$ cat src/rtl/cla_subtractor_pipe.sv
// Two-stage pipelined N-bit subtractor, diff = a - b - bin, built as
// a + ~b + ~bin on GROUP-bit carry-lookahead groups. The low half is
// summed in the first stage and the high half in the second. Borrow out
// is the inverted final carry. Valid/ready handshake on both sides
// sustains one result per cycle.
// N must be a multiple of 4 and at least 8, and N/2 a multiple of GROUP.
module cla_subtractor_pipe #(
  parameter int N     = 8,
  parameter int GROUP = 4
) (
  input  logic         clk,
  input  logic         rst,
  input  logic         in_valid,
  output logic         in_ready,
  input  logic [N-1:0] a,
  input  logic [N-1:0] b,
  input  logic         bin,
  output logic         out_valid,
  input  logic         out_ready,
  output logic [N-1:0] diff,
  output logic         bout,
  output logic         ovf,
  output logic         zero
);

  localparam int H  = N / 2;
  localparam int NG = H / GROUP;

  // Half-width lookahead adder. Each bit carry inside a group is formed
  // directly from generate/propagate terms and the group carry-in. Group
  // carries chain through the group generate/propagate pair.
  function automatic logic [H:0] cla_half(input logic [H-1:0] x,
                                          input logic [H-1:0] y,
                                          input logic         cin);
    logic [H-1:0] g, p, s;
    logic         c_grp, c_bit, term, gg, pp;
    g     = x & y;
    p     = x ^ y;
    s     = '0;
    c_grp = cin;
    for (int k = 0; k < NG; k++) begin
      for (int i = 0; i < GROUP; i++) begin
        term = c_grp;
        for (int j = 0; j < i; j++) term = term & p[k*GROUP+j];
        c_bit = term;
        for (int j = 0; j < i; j++) begin
          term = g[k*GROUP+j];
          for (int m = j + 1; m < i; m++) term = term & p[k*GROUP+m];
          c_bit = c_bit | term;
        end
        s[k*GROUP+i] = p[k*GROUP+i] ^ c_bit;
      end
      gg = 1'b0;
      pp = 1'b1;
      for (int i = 0; i < GROUP; i++) begin
        gg = g[k*GROUP+i] | (p[k*GROUP+i] & gg);
        pp = pp & p[k*GROUP+i];
      end
      c_grp = gg | (pp & c_grp);
    end
    return {c_grp, s};
  endfunction

  logic         vld_p1;
  logic [H-1:0] lo_p1;
  logic         c_mid_p1;
  logic [H-1:0] a_hi_p1;
  logic [H-1:0] nb_hi_p1;

  logic         accept;
  logic         s1_adv;
  logic         s2_adv;
  logic [H:0]   lo_res;
  logic [H:0]   hi_res;
  logic [N-1:0] diff_n;
  logic         ovf_n;

  assign s2_adv   = ~out_valid | out_ready;
  assign s1_adv   = vld_p1 & s2_adv;
  assign in_ready = ~rst & (~vld_p1 | s2_adv);
  assign accept   = in_valid & in_ready;

  // Stage 1: low-half sum with inverted subtrahend and inverted borrow-in
  assign lo_res = cla_half(a[H-1:0], ~b[H-1:0], ~bin);

  // Stage 1 occupancy
  always_ff @(posedge clk) begin
    if (rst) vld_p1 <= 1'b0;
    else if (accept) vld_p1 <= 1'b1;
    else if (s1_adv) vld_p1 <= 1'b0;
  end

  // Stage 1 data capture; the high operand halves carry the MSBs needed for ovf
  always_ff @(posedge clk) begin
    if (accept) begin
      lo_p1    <= lo_res[H-1:0];
      c_mid_p1 <= lo_res[H];
      a_hi_p1  <= a[N-1:H];
      nb_hi_p1 <= ~b[N-1:H];
    end
  end

  // Stage 2: high-half sum chained from the registered middle carry
  assign hi_res = cla_half(a_hi_p1, nb_hi_p1, c_mid_p1);
  assign diff_n = {hi_res[H-1:0], lo_p1};
  // Operand signs differ when a's MSB equals the inverted b MSB
  assign ovf_n  = (a_hi_p1[H-1] == nb_hi_p1[H-1]) && (diff_n[N-1] != a_hi_p1[H-1]);

  // Stage 2 occupancy
  always_ff @(posedge clk) begin
    if (rst) out_valid <= 1'b0;
    else if (s1_adv) out_valid <= 1'b1;
    else if (out_ready) out_valid <= 1'b0;
  end

  // Stage 2 result registers; held while the consumer stalls
  always_ff @(posedge clk) begin
    if (rst) begin
      diff <= '0;
      bout <= 1'b0;
      ovf  <= 1'b0;
      zero <= 1'b0;
    end else if (s1_adv) begin
      diff <= diff_n;
      bout <= ~hi_res[H];
      ovf  <= ovf_n;
      zero <= (diff_n == '0);
    end
  end

endmodule

$ cat config.mk
export PLATFORM = sky130hd
export DESIGN_NAME = cla_subtractor_pipe
export DESIGN_NICKNAME = d
export VERILOG_FILES = /design/src/rtl/cla_subtractor_pipe.sv
export SDC_FILE = /design/constraint.sdc
export NUM_CORES = 1
export LEC_CHECK = 0
export BUFFER_PORTS_ARGS = -buffer_cell sky130_fd_sc_hd__clkbuf_2
export CAP_MARGIN = 0
export CELL_PAD_IN_SITES_DETAIL_PLACEMENT = 2
export CELL_PAD_IN_SITES_GLOBAL_PLACEMENT = 2
export CORE_MARGIN = 2
export CORE_UTILIZATION = 31
export DETAILED_ROUTE_END_ITERATION = 10
export PLACE_DENSITY_LB_ADDON = 0.08
export SLEW_MARGIN = 5
export SYNTH_ARGS = -nofsm -noshare
export SYNTH_HDL_FRONTEND = slang
export SYNTH_SLANG_ARGS = --single-unit
$ cat constraint.sdc
create_clock -name clk -period 2.1 [get_ports clk]
set_input_delay 0.21 -clock clk [delete_from_list [all_inputs] [get_ports clk]]
set_output_delay 0.21 -clock clk [all_outputs]
set_load 0.03 [all_outputs]
==> run summary, run 1 <==
The flow ran to the end, and the final reports show no timing, DRC or antenna violations. The fraction of the cycle the final worst path needs was 0.957; the setup clock skew after layout was 6.05 ps. The share of total power in sequential cells came out at 0.534.

The cell taking the most area after synthesis is sky130_fd_sc_hd__edfxtp_1. The number of antenna diodes in the final layout is 0. The max-slew violation count was 0. The mapped netlist covers 1260 um2. The largest net degree at the start of global routing is 15. Subtracting the final worst setup slack from the clock period gives 2010 ps.

The logs give 2320 ps for the data required time of the critical path and 3 for the detailed-router iteration count before antenna repair. Across all register-to-register paths, the minimum setup slack is 90 ps. Fill cells in the final layout number 445.

For this run the aggregate overflow at the end of global routing stands at 0. The number of enable flip-flop cells after synthesis is 13. By count the netlist is led by 17 x sky130_fd_sc_hd__nand2_1, 13 x sky130_fd_sc_hd__a21oi_1, 13 x sky130_fd_sc_hd__dfxtp_1, 13 x sky130_fd_sc_hd__edfxtp_1, 11 x sky130_fd_sc_hd__inv_1.

The aggregate routed wire length came out at 2920 um. The run gives 1062 as the via count of the first global-routing pass. Setup slack closes at 90.9 ps. The worst-case IR drop observed on VDD is 240 uV.

The combinational fraction of design power was 0.184; the number of core rows was 23. The number of antenna violations at the first check in global routing is 0, and the average instance area after synthesis is 10.3 um2. The switching power share of the total is 0.280.

Setup violations remaining at the end of the flow were counted as 0. The floorplan step defined a die boundary enclosing 4590 um2. The nature of the critical path startpoint is a flop. After the first detailed-routing iteration, the DRC count stood at 24.

Counting flops and latches in the post-synthesis netlist gives 26. STA classifies the critical path endpoint as a flop. Cell internal power was estimated by the tool at 782 uW. The vias after detailed routing came out at 995. At the pin with the least slew margin, the transition time is 495 ps. The overall die height was 67.8 um. Routed length per instance: 13.9 um.

The worst hold path belongs to the class in2reg. Count of synthesis-stage warnings from yosys: 0. Yosys instantiated no cell more often than sky130_fd_sc_hd__nand2_1. The most used flip-flop cell after synthesis is sky130_fd_sc_hd__edfxtp_1.

The tools report the number of cells produced by synthesis as 122. For this design the top-level I/O count stands at 34. Before CTS, the worst setup slack after placement is 90.1 ps.

The relative area change from synthesis to final layout is 22.9%. The effective utilization at floorplan is 0.320. The number of failing hold endpoints at the final stage came out at 0. The detailed-route vias per instance works out to 4.74. For the switching power total, the log shows 304 uW.

The first-pass GRT wire length was 4770 um; the tightest hold margin was 100 ps. The share of Yosys cell area claimed by the top area cell type is 0.310, and the tightest slew margin relative to the limit is 0.670. After synthesis, the netlist uses 27 different library cells. The congestion estimate from routability-driven global placement came to 0.703. The tool flagged a number of max-cap violations equal to 0. The relative contribution of the clock network to total power is 0.282. The share of synthesized registers carrying an async set or reset was 0; the remaining antenna violation count after routing was 0. Fraction of final layout cells sized beyond drive strength 1: 0.288. When the netlist entered floorplanning its net count stood at 155. TritonCTS built the clock tree. For the post-detailed-route DRC marker count, the log shows 0. The insertion delay of the later-clocked pin in the worst-skew pair came out at 280 ps. The worst hold path cell count is 1. The tools report the maximum buffer depth of the clock tree as 2.

The logs give 3 for the number of buffers created by CTS and 0.000683 uW for the leakage dissipation. In the post-synthesis netlist, the biggest area contributors are sky130_fd_sc_hd__edfxtp_1 31%, sky130_fd_sc_hd__dfxtp_1 21%, sky130_fd_sc_hd__ha_1 9.9%. The cell sitting at the root of the clock tree is a sky130_fd_sc_hd__clkbuf_8.

The detailed placement HPWL is 2290 um. Measured along the x axis, the die boundary spans 67.8 um. The clock-pin slew reported for the worst setup and hold paths after clock tree synthesis is 100 ps. In this run the tool buffered the top-level ports with 33 buffer cells.

The final layout contains 194 nets. The run gives 651 um2 as the storage element area. The core region is 3940 um2.

By startpoint and endpoint, the worst setup path is classified as reg2reg. For the worst setup path, the data arrival time is 2230 ps. Along the worst path, the maximum fanout reaches 2.

For this design, the sink count on the clock tree is 26. The power per unit of standard cell area was 701 nW/um2. The achievable frequency is 498 MHz. The maximum level of the CTS H-tree came out at 1. The cell count of the worst reg-to-reg path was 7; the sequential element share of the synthesized area was 0.516. The combined area of the multi-input logic cells was 554 um2. The overall global routing resource usage is 0.146.
[cell usage in the layout (no fill, tap or decap), types with 4 or more instances in the layout]
cell                       count
sky130_fd_sc_hd__a21oi_1      13
sky130_fd_sc_hd__buf_4         4
sky130_fd_sc_hd__clkbuf_2     33
sky130_fd_sc_hd__dfxtp_1      13
sky130_fd_sc_hd__edfxtp_1     13
sky130_fd_sc_hd__ha_1         10
sky130_fd_sc_hd__inv_1        11
sky130_fd_sc_hd__nand2_1      16
sky130_fd_sc_hd__nor2_1        9
sky130_fd_sc_hd__nor3_1        4
sky130_fd_sc_hd__o21a_1        5
sky130_fd_sc_hd__xnor2_1       4
[sequential cells by signal, indices dropped and copies added, names as in the netlist]
| register | flops |
|---|---|
| a_hi_p1 | 4 |
| lo_p1 | 4 |
| c_mid_p1 | 1 |
| out_valid | 1 |
| vld_p1 | 1 |
| zero | 1 |
| diff | 8 |
| ovf | 1 |
| bout | 1 |
| nb_hi_p1 | 4 |
[metal layers]
metal | global-route usage | vias up | wire length (um)
met2 | 0.266 | 26 | 1540
met4 | 0.0689 | 0 | 51
met1 | 0.161 | 478 | 1180
met5 | 0 | - | 0
li1 | - | 486 | -
met3 | 0.0267 | 5 | 154
[area by class of cell]
type | instances | area share
sequential | 26 | 0.420
inverter | 11 | 0.0267
multi-input combinational | 82 | 0.358
timing repair buffer | 37 | 0.126
tap | 50 | 0.0404
clock buffer | 4 | 0.0291
[per-stage QoR]
stage / total power [uW] / cells / utilization / TNS, ps / cell area, um2
finish: 1090 / 210 / 0.393 / 0 / 1550
global route: 1140 / 210 / 0.393 / -28.9 / 1550
CTS: 1090 / 208 / 0.388 / 0 / 1530
detailed placement: 790 / 204 / 0.377 / 0 / 1490
global placement: 777 / 204 / 0.377 / 0 / 1490
floorplan: 721 / 122 / - / 0 / 1260
[critical path, stage by stage, from the launching register on]
cell                       delay, ps
sky130_fd_sc_hd__edfxtp_1        420
sky130_fd_sc_hd__ha_1            320
sky130_fd_sc_hd__ha_1            240
sky130_fd_sc_hd__o211ai_2        190
sky130_fd_sc_hd__nand2_2          90
sky130_fd_sc_hd__xor2_1          160
sky130_fd_sc_hd__or3_1           390
sky130_fd_sc_hd__a21oi_2         140
[worst paths after layout]
path	from	to
setup / recovery	nb_hi_p1[0]	zero
hold / removal	a[5]	a_hi_p1[1]
setup reg to reg	nb_hi_p1[0]	zero
hold reg to reg	diff[6]	diff[6]
[power groups by stage]
| stage | Sequential [uW] | Combinational (uW) | Clock [uW] |
|---|---|---|---|
| final | 580 | 200 | 307 |
| after global placement | 590 | 186 | 0 |
| after detailed placement | 592 | 198 | 0 |
| after floorplan | 614 | 106 | 0 |
| after global routing | 584 | 226 | 333 |
| after CTS | 581 | 200 | 310 |
[kinds of logic after synthesis]
group	after synthesis	share of synthesized area
flip-flops	26	0.516
AND/OR/NAND/NOR	40	0.147
adder cells (fa/ha/maj)	12	0.131
buffers and inverters	14	0.0457
AO/OA/AOI/OAI	24	0.118
XOR/XNOR	6	0.0417
[what timing repair did]
item | CTS | global route
resized for setup | 0 | 1
hold buffers | 0 | 0
endpoints found under the setup margin | 0 | 1
buffers inserted | 0 | 2
No activity file was read; power rests on OpenSTA's default activity.
==> run 2, diff against run 1 <==
ABC_AREA = 1   (was default)
BUFFER_PORTS_ARGS = default   (was -buffer_cell sky130_fd_sc_hd__clkbuf_2)
CORE_UTILIZATION = 36   (was 31)
DONT_BUFFER_PORTS = 1   (was default)
==> run 2 against run 1 <==
Routed wire length is 0.75% lower. Power is 1.1% lower. Worst setup slack better by 380 ps. Highest routed layer unchanged. Largest cell class unchanged. Sequential power is 6.7% higher. Largest power group unchanged. Design area is 4.9% lower. Sequential share of layout area is 2.2 points higher. Critical path type unchanged. Worst hold slack worse by 78 ps. Via count is 1.0% lower. Clock-buffer cell count stayed put. Clock power is 3% lower.
==> run summary, run 2 <==
The flow ran to the end, and the final reports show no timing, DRC or antenna violations. The maximum vdd ir drop is 234 uV (-2.5%). The routed length per instance is 14.3 um (+2.7%), and the number of cells produced by synthesis is 151 (+24%). Library cell with the highest instance count after synthesis: sky130_fd_sc_hd__inv_1. For the total congestion overflow, the log shows 0 (unchanged). The endpoint identified for the worst register-to-register timing path is diff[7]. The fraction of the cycle the final worst path needs was 0.778 (-0.179). The run gives 203 (-3.3%) as the count of non-filler cells in the finished layout. The critical path in this run is classified as reg2reg.

The run gives 26 (-3.7%) as the number of distinct standard cells referenced by the synthesized netlist. The run gives 0 (unchanged) as the number of failing hold endpoints at the final stage. The worst setup path is launched from a flop. The total met3 wirelength after detailed routing came out at 116 um (-25%).

The maximum level of the CTS H-tree was 1 (unchanged); the maximum buffer depth of the clock tree was 2 (unchanged). Cell taking the most area after synthesis: sky130_fd_sc_hd__edfxtp_1. The placeable core region was 3660 um2 (-7.1%); the aggregate routed wire length was 2900 um (-0.75%). The tools report the area of the die as 4310 um2 (-6.1%). Post-cts resize count: 0 (unchanged). The average instance area after synthesis is 9.06 um2 (-12%), and the number of buffers created by CTS is 3 (unchanged). Final weighted congestion in routability-driven placement: 0.719 (+2.3%).

The simple-gate portion of the synthesized area works out to 0.207 (+0.0605). The run gives 0 (unchanged) as the count of synthesis-stage warnings from yosys. By area the synthesized netlist is led by sky130_fd_sc_hd__edfxtp_1 29%, sky130_fd_sc_hd__dfxtp_1 19%, sky130_fd_sc_hd__ha_1 9.1%.

The share of synthesized registers carrying an async set or reset was 0 (unchanged); the insertion delay of the later-clocked pin in the worst-skew pair was 280 ps (about the same). The clock root buffer is sky130_fd_sc_hd__clkbuf_8. Relative area change from synthesis to final layout: 7.59%. The tools report the worst min-delay path startpoint as a[7].

Worst setup slack for register-to-register paths: 470 ps (+380 ps). For the arrival time reported for the critical path endpoint, the log shows 1820 ps (-410 ps). The multiplexer share of the synthesized area came out at 0 (unchanged). By area, the combinational part of the netlist is dominated by simple AND/OR/NAND/NOR gates.

The run gives 0.000666 uW (-2.5%) as the leakage dissipation. In the synthesized netlist, the cells that appear most often are 27 x sky130_fd_sc_hd__inv_1, 19 x sky130_fd_sc_hd__nor2_1, 18 x sky130_fd_sc_hd__nand2_1. STA classifies the critical path endpoint as a flop. The power per unit of standard cell area was 729 nW/um2 (+4.0%); the post-synthesis adder-cell area fraction was 0.121 (-0.0104). For the total of hold buffers inserted after clock tree synthesis, the log shows 1 (+1).

The number of maximum-capacitance constraint violations came out at 0 (unchanged). The tools report the tightest slew margin relative to the limit as 0.766 (+0.0956). The logs give 189 (-2.6%) for the net count of the finished layout and 0 (unchanged) for the setup-violating endpoint count in the final report.

The total placed cells including tap cells came out at 198 (-2.9%). The fraction of synthesized cell area in xor and xnor cells was 0.0192 (-0.0225). The CTS sink count came out at 26 (unchanged). Via count of the first global-routing pass: 1048 (-1.3%).

Flip-flop count of the largest register after layout: 8 (unchanged). The met1 wire length was 1270 um (+8.1%); the fraction of the mapped netlist area in compound gates was 0.0823 (-0.0359). The number of antenna violations at the first check in global routing is 0 (unchanged). The share of Yosys cell area claimed by the top area cell type was 0.285 (-0.0246); the number of enable flip-flop cells after synthesis was 13 (unchanged).

For the top-level port count, the log shows 34 (unchanged). The synthesized flop and latch total was 26 (unchanged); the clock-pin slew reported for the worst setup and hold paths after clock tree synthesis was 90 ps (about the same). The synthesized netlist net count is 184 (+19%), and the effective utilization at floorplan is 0.374 (+0.0543). The run gives 612 MHz (+23%) as the achievable frequency.

The sequential element share of the synthesized area was 0.475 (-0.0411). The logs give 2290 ps (-30 ps) for the data required time of the critical path and 4 (+1) for the detailed-router iteration count before antenna repair. The detailed-route vias per instance came out at 4.85 (+2.4%). The die boundary width is 65.7 um (-3.1%). Leaving out fill and tap cells, the most frequent cell in the layout is sky130_fd_sc_hd__inv_1. The met2 wirelength from detailed routing was 1460 um (-4.9%); the tightest hold margin was 21.9 ps (-78.3 ps). The run gives 0 ps (unchanged) as the accumulated negative setup slack.

Setup repair after global routing left no endpoint under its margin. The remaining antenna violation count after routing was 0 (unchanged); the first-pass GRT wire length was 4800 um (+0.59%). The count of routing violations after the opening detailed-route iteration is 38 (+58%). The setup clock skew after layout was 4.71 ps (-1.34 ps); the fraction of final layout cells sized beyond drive strength 1 was 0.123 (-0.165).

TritonCTS built the clock tree. The tools report the post-detailed-route DRC marker count as 0 (unchanged). The worst hold path cell count was 0 (-1). The largest net degree at the start of global routing was 15 (unchanged); the overall die height was 65.7 um (-3.1%).

The port buffer count is 0 (-100%). For the area of the mapped netlist, the log shows 1370 um2 (+8.6%). The tools report the number of core rows as 22 (-4.3%). For the max-slew violation count, the log shows 0 (unchanged). The run gives 415 (-6.7%) as the filler cell count in the final layout. The terminating pin of the worst hold path is a_hi_p1[3].

The transition time at the pin with the least slew margin works out to 351 ps (-144 ps). The startpoint of the most critical register-to-register path is a_hi_p1[0]. The register with the most flip-flops is diff. The biggest fanout along the worst timing path came out at 2 (unchanged). The final critical delay including setup and external delays is 1630 ps (-375 ps). Among all flip-flop cells after synthesis, the most frequent one is sky130_fd_sc_hd__edfxtp_1. The highest layer touched by signal routing is met4. The antenna diode instance count is 0 (unchanged). The cell count of the worst reg-to-reg path is 10 (+3).

The overall global routing resource usage was 0.147 (+0.00171). The path class of the tightest hold or removal check is in2reg. Detailed placement HPWL: 2280 um (-0.39%). In the layout the commonest cells are 27 x sky130_fd_sc_hd__inv_1, 19 x sky130_fd_sc_hd__nor2_1, 18 x sky130_fd_sc_hd__nand2_1, 13 x sky130_fd_sc_hd__edfxtp_1, 13 x sky130_fd_sc_hd__dfxtp_1.

For the vias after detailed routing, the log shows 985 (-1.0%). The number of buffers inserted to repair setup after CTS came out at 0 (unchanged).
==> run 2: changes by cell type after synthesis, moves of 4 or more <==
cell	change
sky130_fd_sc_hd__a21oi_1	-6
sky130_fd_sc_hd__inv_1	+16
sky130_fd_sc_hd__nand2_2	+6
sky130_fd_sc_hd__nand3_1	+7
sky130_fd_sc_hd__nor2_1	+10
sky130_fd_sc_hd__nor3_1	-4
sky130_fd_sc_hd__o21a_1	-5
sky130_fd_sc_hd__o21ai_0	+8
==> run 2: critical path, stage by stage (launching register included) <==
cell	delay (ps)
sky130_fd_sc_hd__edfxtp_1	430
sky130_fd_sc_hd__ha_1	340
sky130_fd_sc_hd__ha_1	220
sky130_fd_sc_hd__nand2_2	90
sky130_fd_sc_hd__nand3_2	80
sky130_fd_sc_hd__nand2_2	80
sky130_fd_sc_hd__nand3_2	60
sky130_fd_sc_hd__nand2_1	90
sky130_fd_sc_hd__nand2_1	60
sky130_fd_sc_hd__nand2_1	60
sky130_fd_sc_hd__inv_1	30
==> run 2: worst max path at each step <==
stage | start | slack (ps) | endpoint | cells past startpoint
floorplan | out_valid | 440 | a_hi_p1[0] | 5
global placement | a_hi_p1[0] | 520 | zero | 8
detailed placement | a_hi_p1[0] | 450 | diff[7] | 10
CTS | a_hi_p1[0] | 440 | zero | 8
global route | a_hi_p1[0] | 290 | zero | 9
finish | a_hi_p1[0] | 470 | diff[7] | 10
==> run 2: layer usage <==
layer  vias to the layer above  GRT usage
met2                        26      0.256
met1                       467      0.174
met5                         -          0
met3                         5     0.0308
li1                        487          -
met4                         0     0.0625
==> run 2: kinds of logic after synthesis <==
| logic type | Yosys count |
|---|---|
| buffers and inverters | 31 |
| adders and majority gates | 12 |
| AOI/OAI and AO/OA | 21 |
| DFF | 26 |
| and+or+nand+nor | 58 |
| xor gates and xnor gates | 3 |
==> run 2: stage by stage <==
step | power (uW) | area [um2] | setup WS [ps] | util
after global routing | 1130 | 1470 | 294 | 0.402
after CTS | 1090 | 1470 | 440 | 0.402
final | 1070 | 1470 | 466 | 0.402
after global placement | 778 | 1420 | 519 | 0.387
after detailed placement | 789 | 1420 | 453 | 0.387
after floorplan | 752 | 1370 | 439 | -
==> run 2: final cells by class <==
class / count / area [um2] / area share
Sequential cell: 26 / 651 / 0.442
Multi-Input combinational cell: 94 / 588 / 0.399
Inverter: 29 / 111 / 0.0756
Tap cell: 48 / 60.1 / 0.0408
Clock buffer: 4 / 45.0 / 0.0306
Timing Repair Buffer: 2 / 17.5 / 0.0119
==> run 2: report_power, final <==
part | internal [uW] | switching [uW]
sequential | 569 | 49.5
combinational | 58.9 | 96.9
clock | 136 | 163
total | 764 | 310
==> run 3, diff against run 2 <==
clock period = 1.6 ns   (was 2.1 ns; I/O delays follow)
==> run 3 against run 2 <==
The flow now finishes with violations (setup timing). Worst hold slack worse by 13 ps. Clock-buffer cell count stayed put. Routed wire length is 7.3% higher. Critical path type unchanged. Largest power group unchanged.
==> run summary, run 3 (synthesized netlist as in run 2, its figures left out) <==
STA classifies the critical path startpoint as a flop. The number of maximum-capacitance constraint violations came out at 0 (unchanged). The top cell types in the final layout, fill and taps aside, are 27 x sky130_fd_sc_hd__inv_1, 17 x sky130_fd_sc_hd__nor2_1, 15 x sky130_fd_sc_hd__nand2_1, 13 x sky130_fd_sc_hd__edfxtp_1, 13 x sky130_fd_sc_hd__dfxtp_1.

The final reports fail on setup timing. The logs give 0 (unchanged) for the total congestion overflow and 1610 um2 (+9.0%) for the design area. The smallest setup slack after layout is -27.0 ps (-493 ps), and the tightest hold margin is 8.76 ps (-13.2 ps). Achievable frequency: 615 MHz (+0.41%).

The flow ran to the end, but the final reports show violations. More flip-flops sit in one register than any other, and that register is diff. The via count of the first global-routing pass was 1076 (+2.7%). The run gives 318 uV (+36%) as the maximum vdd ir drop. The run gives 0 (unchanged) as the remaining antenna violation count after routing. For the overall global routing resource usage, the log shows 0.157 (+0.00979).

Clock tree synthesis selected as its root buffer the cell sky130_fd_sc_hd__clkbuf_8. For the overall power consumption, the log shows 1490 uW (+39%). The maximum buffer depth of the clock tree is 2 (unchanged), and the antenna diode instance count is 0 (unchanged). The data required time of the critical path was 1820 ps (-470 ps); the final critical delay including setup and external delays was 1630 ps (-6.69 ps). The overall die height is 65.7 um (unchanged), and the first-pass GRT wire length is 5000 um (+4.2%). The routed length per instance is 14.5 um (+1.8%), and the leakage dissipation is 0.000722 uW (+8.5%). In this run the critical register-to-register path is launched from a_hi_p1[0]. The transition time at the pin with the least slew margin is 355 ps (+4.44 ps). The run gives 1840 ps (+20 ps) as the arrival time reported for the critical path endpoint. The tools report the endpoint of the most critical register-to-register path as zero. The number of core rows is 22 (unchanged), and the clock-pin slew reported for the worst setup and hold paths after clock tree synthesis is 100 ps (about the same).

The number of antenna violations at the first check in global routing came out at 0 (unchanged). Category of the worst setup path capture point: a flop. The critical path starts at a_hi_p1[0]. The fraction of the cycle the final worst path needs is 1.02 (+0.239), and the relative area change from synthesis to final layout is 17.3%. The detailed-router iteration count before antenna repair is 2 (-2), and the biggest fanout along the worst timing path is 2 (unchanged). The tools report the largest net degree at the start of global routing as 15 (unchanged). The critical path capture point was zero. The max-slew violation count is 0 (unchanged).

The maximum level of the CTS H-tree came out at 1 (unchanged). The insertion delay of the later-clocked pin in the worst-skew pair came out at 280 ps (about the same). The area of the die is 4310 um2 (unchanged). The run gives 1440 um2 (+1.2%) as the placement-stage cell area.

The tools report the accumulated negative setup slack as -49.7 ps (-49.7 ps). The top-level port count was 34 (unchanged); the aggregate routed wire length was 3110 um (+7.3%). The CTS sink count came out at 26 (unchanged). The flip-flop count of the largest register after layout was 8 (unchanged).

Number of failing hold endpoints at the final stage: 0 (unchanged). The final weighted congestion in routability-driven placement is 0.735 (+2.1%), and the port buffer count is 0 (unchanged). The tightest slew margin relative to the limit came out at 0.763 (-0.00297). Net count of the finished layout: 200 (+5.8%).

The power per unit of standard cell area came out at 931 nW/um2 (+28%). The tools report the setup-violating endpoint count in the final report as 2 (+2). The tools report the placeable core region as 3660 um2 (unchanged). The cell count of the worst reg-to-reg path was 9 (-1). The logs give 0 (unchanged) for the post-detailed-route DRC marker count and -30 ps (-490 ps) for the worst setup slack for register-to-register paths.

Setup repair after global routing could not meet its margin everywhere. The effective utilization at floorplan is 0.374 (unchanged). The worst setup path is of the reg2reg kind. The most common cell after layout, fill and taps aside is sky130_fd_sc_hd__inv_1.

Count of non-filler cells in the finished layout: 214 (+5.4%). The run gives 18 (-53%) as the count of routing violations after the opening detailed-route iteration. The type of the worst min-delay path was in2reg.

The fraction of final layout cells sized beyond drive strength 1 works out to 0.205 (+0.0822). The vias after detailed routing is 1045 (+6.1%), and the detailed-route vias per instance is 4.88 (+0.64%). The logs give 2290 um (+0.51%) for the detailed placement HPWL and 3 (unchanged) for the number of buffers created by CTS. The total placed cells including tap cells is 200 (+1.0%). Die boundary width: 65.7 um (unchanged). TritonCTS built the clock tree.

For the setup clock skew after layout, the log shows 9.10 ps (+4.39 ps).
run 3: cell count changes in the layout (fill, tap and decap cells not counted), moves of 2 or more:
cell	delta
sky130_fd_sc_hd__ha_1	-3
sky130_fd_sc_hd__nor2_2	+2
sky130_fd_sc_hd__ha_2	+3
sky130_fd_sc_hd__dlygate4sd3_1	+6
sky130_fd_sc_hd__nand2_2	+3
sky130_fd_sc_hd__nand2_1	-3
sky130_fd_sc_hd__buf_4	+5
sky130_fd_sc_hd__nor2_1	-2
run 3: worst min path at each step:
stage / start / end / depth (start not counted)
floorplan: rst / zero / 1
global placement: rst / zero / 1
detailed placement: rst / zero / 1
CTS: b[4] / nb_hi_p1[0] / 1
global route: b[6] / nb_hi_p1[2] / 1
finish: b[7] / nb_hi_p1[3] / 1
run 3: critical path: stages (launching register included):
cell	delay (ps)
sky130_fd_sc_hd__edfxtp_1	440
sky130_fd_sc_hd__ha_1	340
sky130_fd_sc_hd__ha_2	210
sky130_fd_sc_hd__nand2_2	80
sky130_fd_sc_hd__nand3_2	80
sky130_fd_sc_hd__nand2_1	80
sky130_fd_sc_hd__nand2_2	60
sky130_fd_sc_hd__nor2_2	120
sky130_fd_sc_hd__nand2_2	60
sky130_fd_sc_hd__a21oi_2	100
run 3: repair_timing:
item / CTS / global route
endpoints found under the hold margin: 7 / 0
hold buffers: 7 / 0
setup endpoints to repair: 4 / 4
cloned: 0 / 0
setup buffers: 1 / 2
resized for setup: 3 / 6
pin swaps: 3 / 10
run 3: routing by layer:
layer  GRT usage  up-vias  share of wire
met2       0.284       25           0.55
met1       0.177      508           0.40
li1            -      508              -
met4      0.0625        0          0.014
met3      0.0342        4          0.033
met5           0        -              0
run 3: final cells by class:
type                       count  area (um2)
fill                         421        2060
sequential                    26         651
multi-input combinational     94         613
timing repair buffer          13         115
inverter                      29         111
tap                           48        60.1
clock buffer                   4        55.1
run 3: per-stage QoR:
step | utilization | setup slack, ps
2_1_floorplan | - | 118
3_3_place_gp | 0.392 | 18.9
3_5_place_dp | 0.392 | -29.7
4_1_cts | 0.430 | -14.0
5_1_grt | 0.438 | -148
6_report | 0.438 | -27.0
run 3: power by group:
| part | internal [uW] | switching, uW |
|---|---|---|
| clock network | 221 | 222 |
| logic | 101 | 142 |
| registers | 747 | 61.7 |
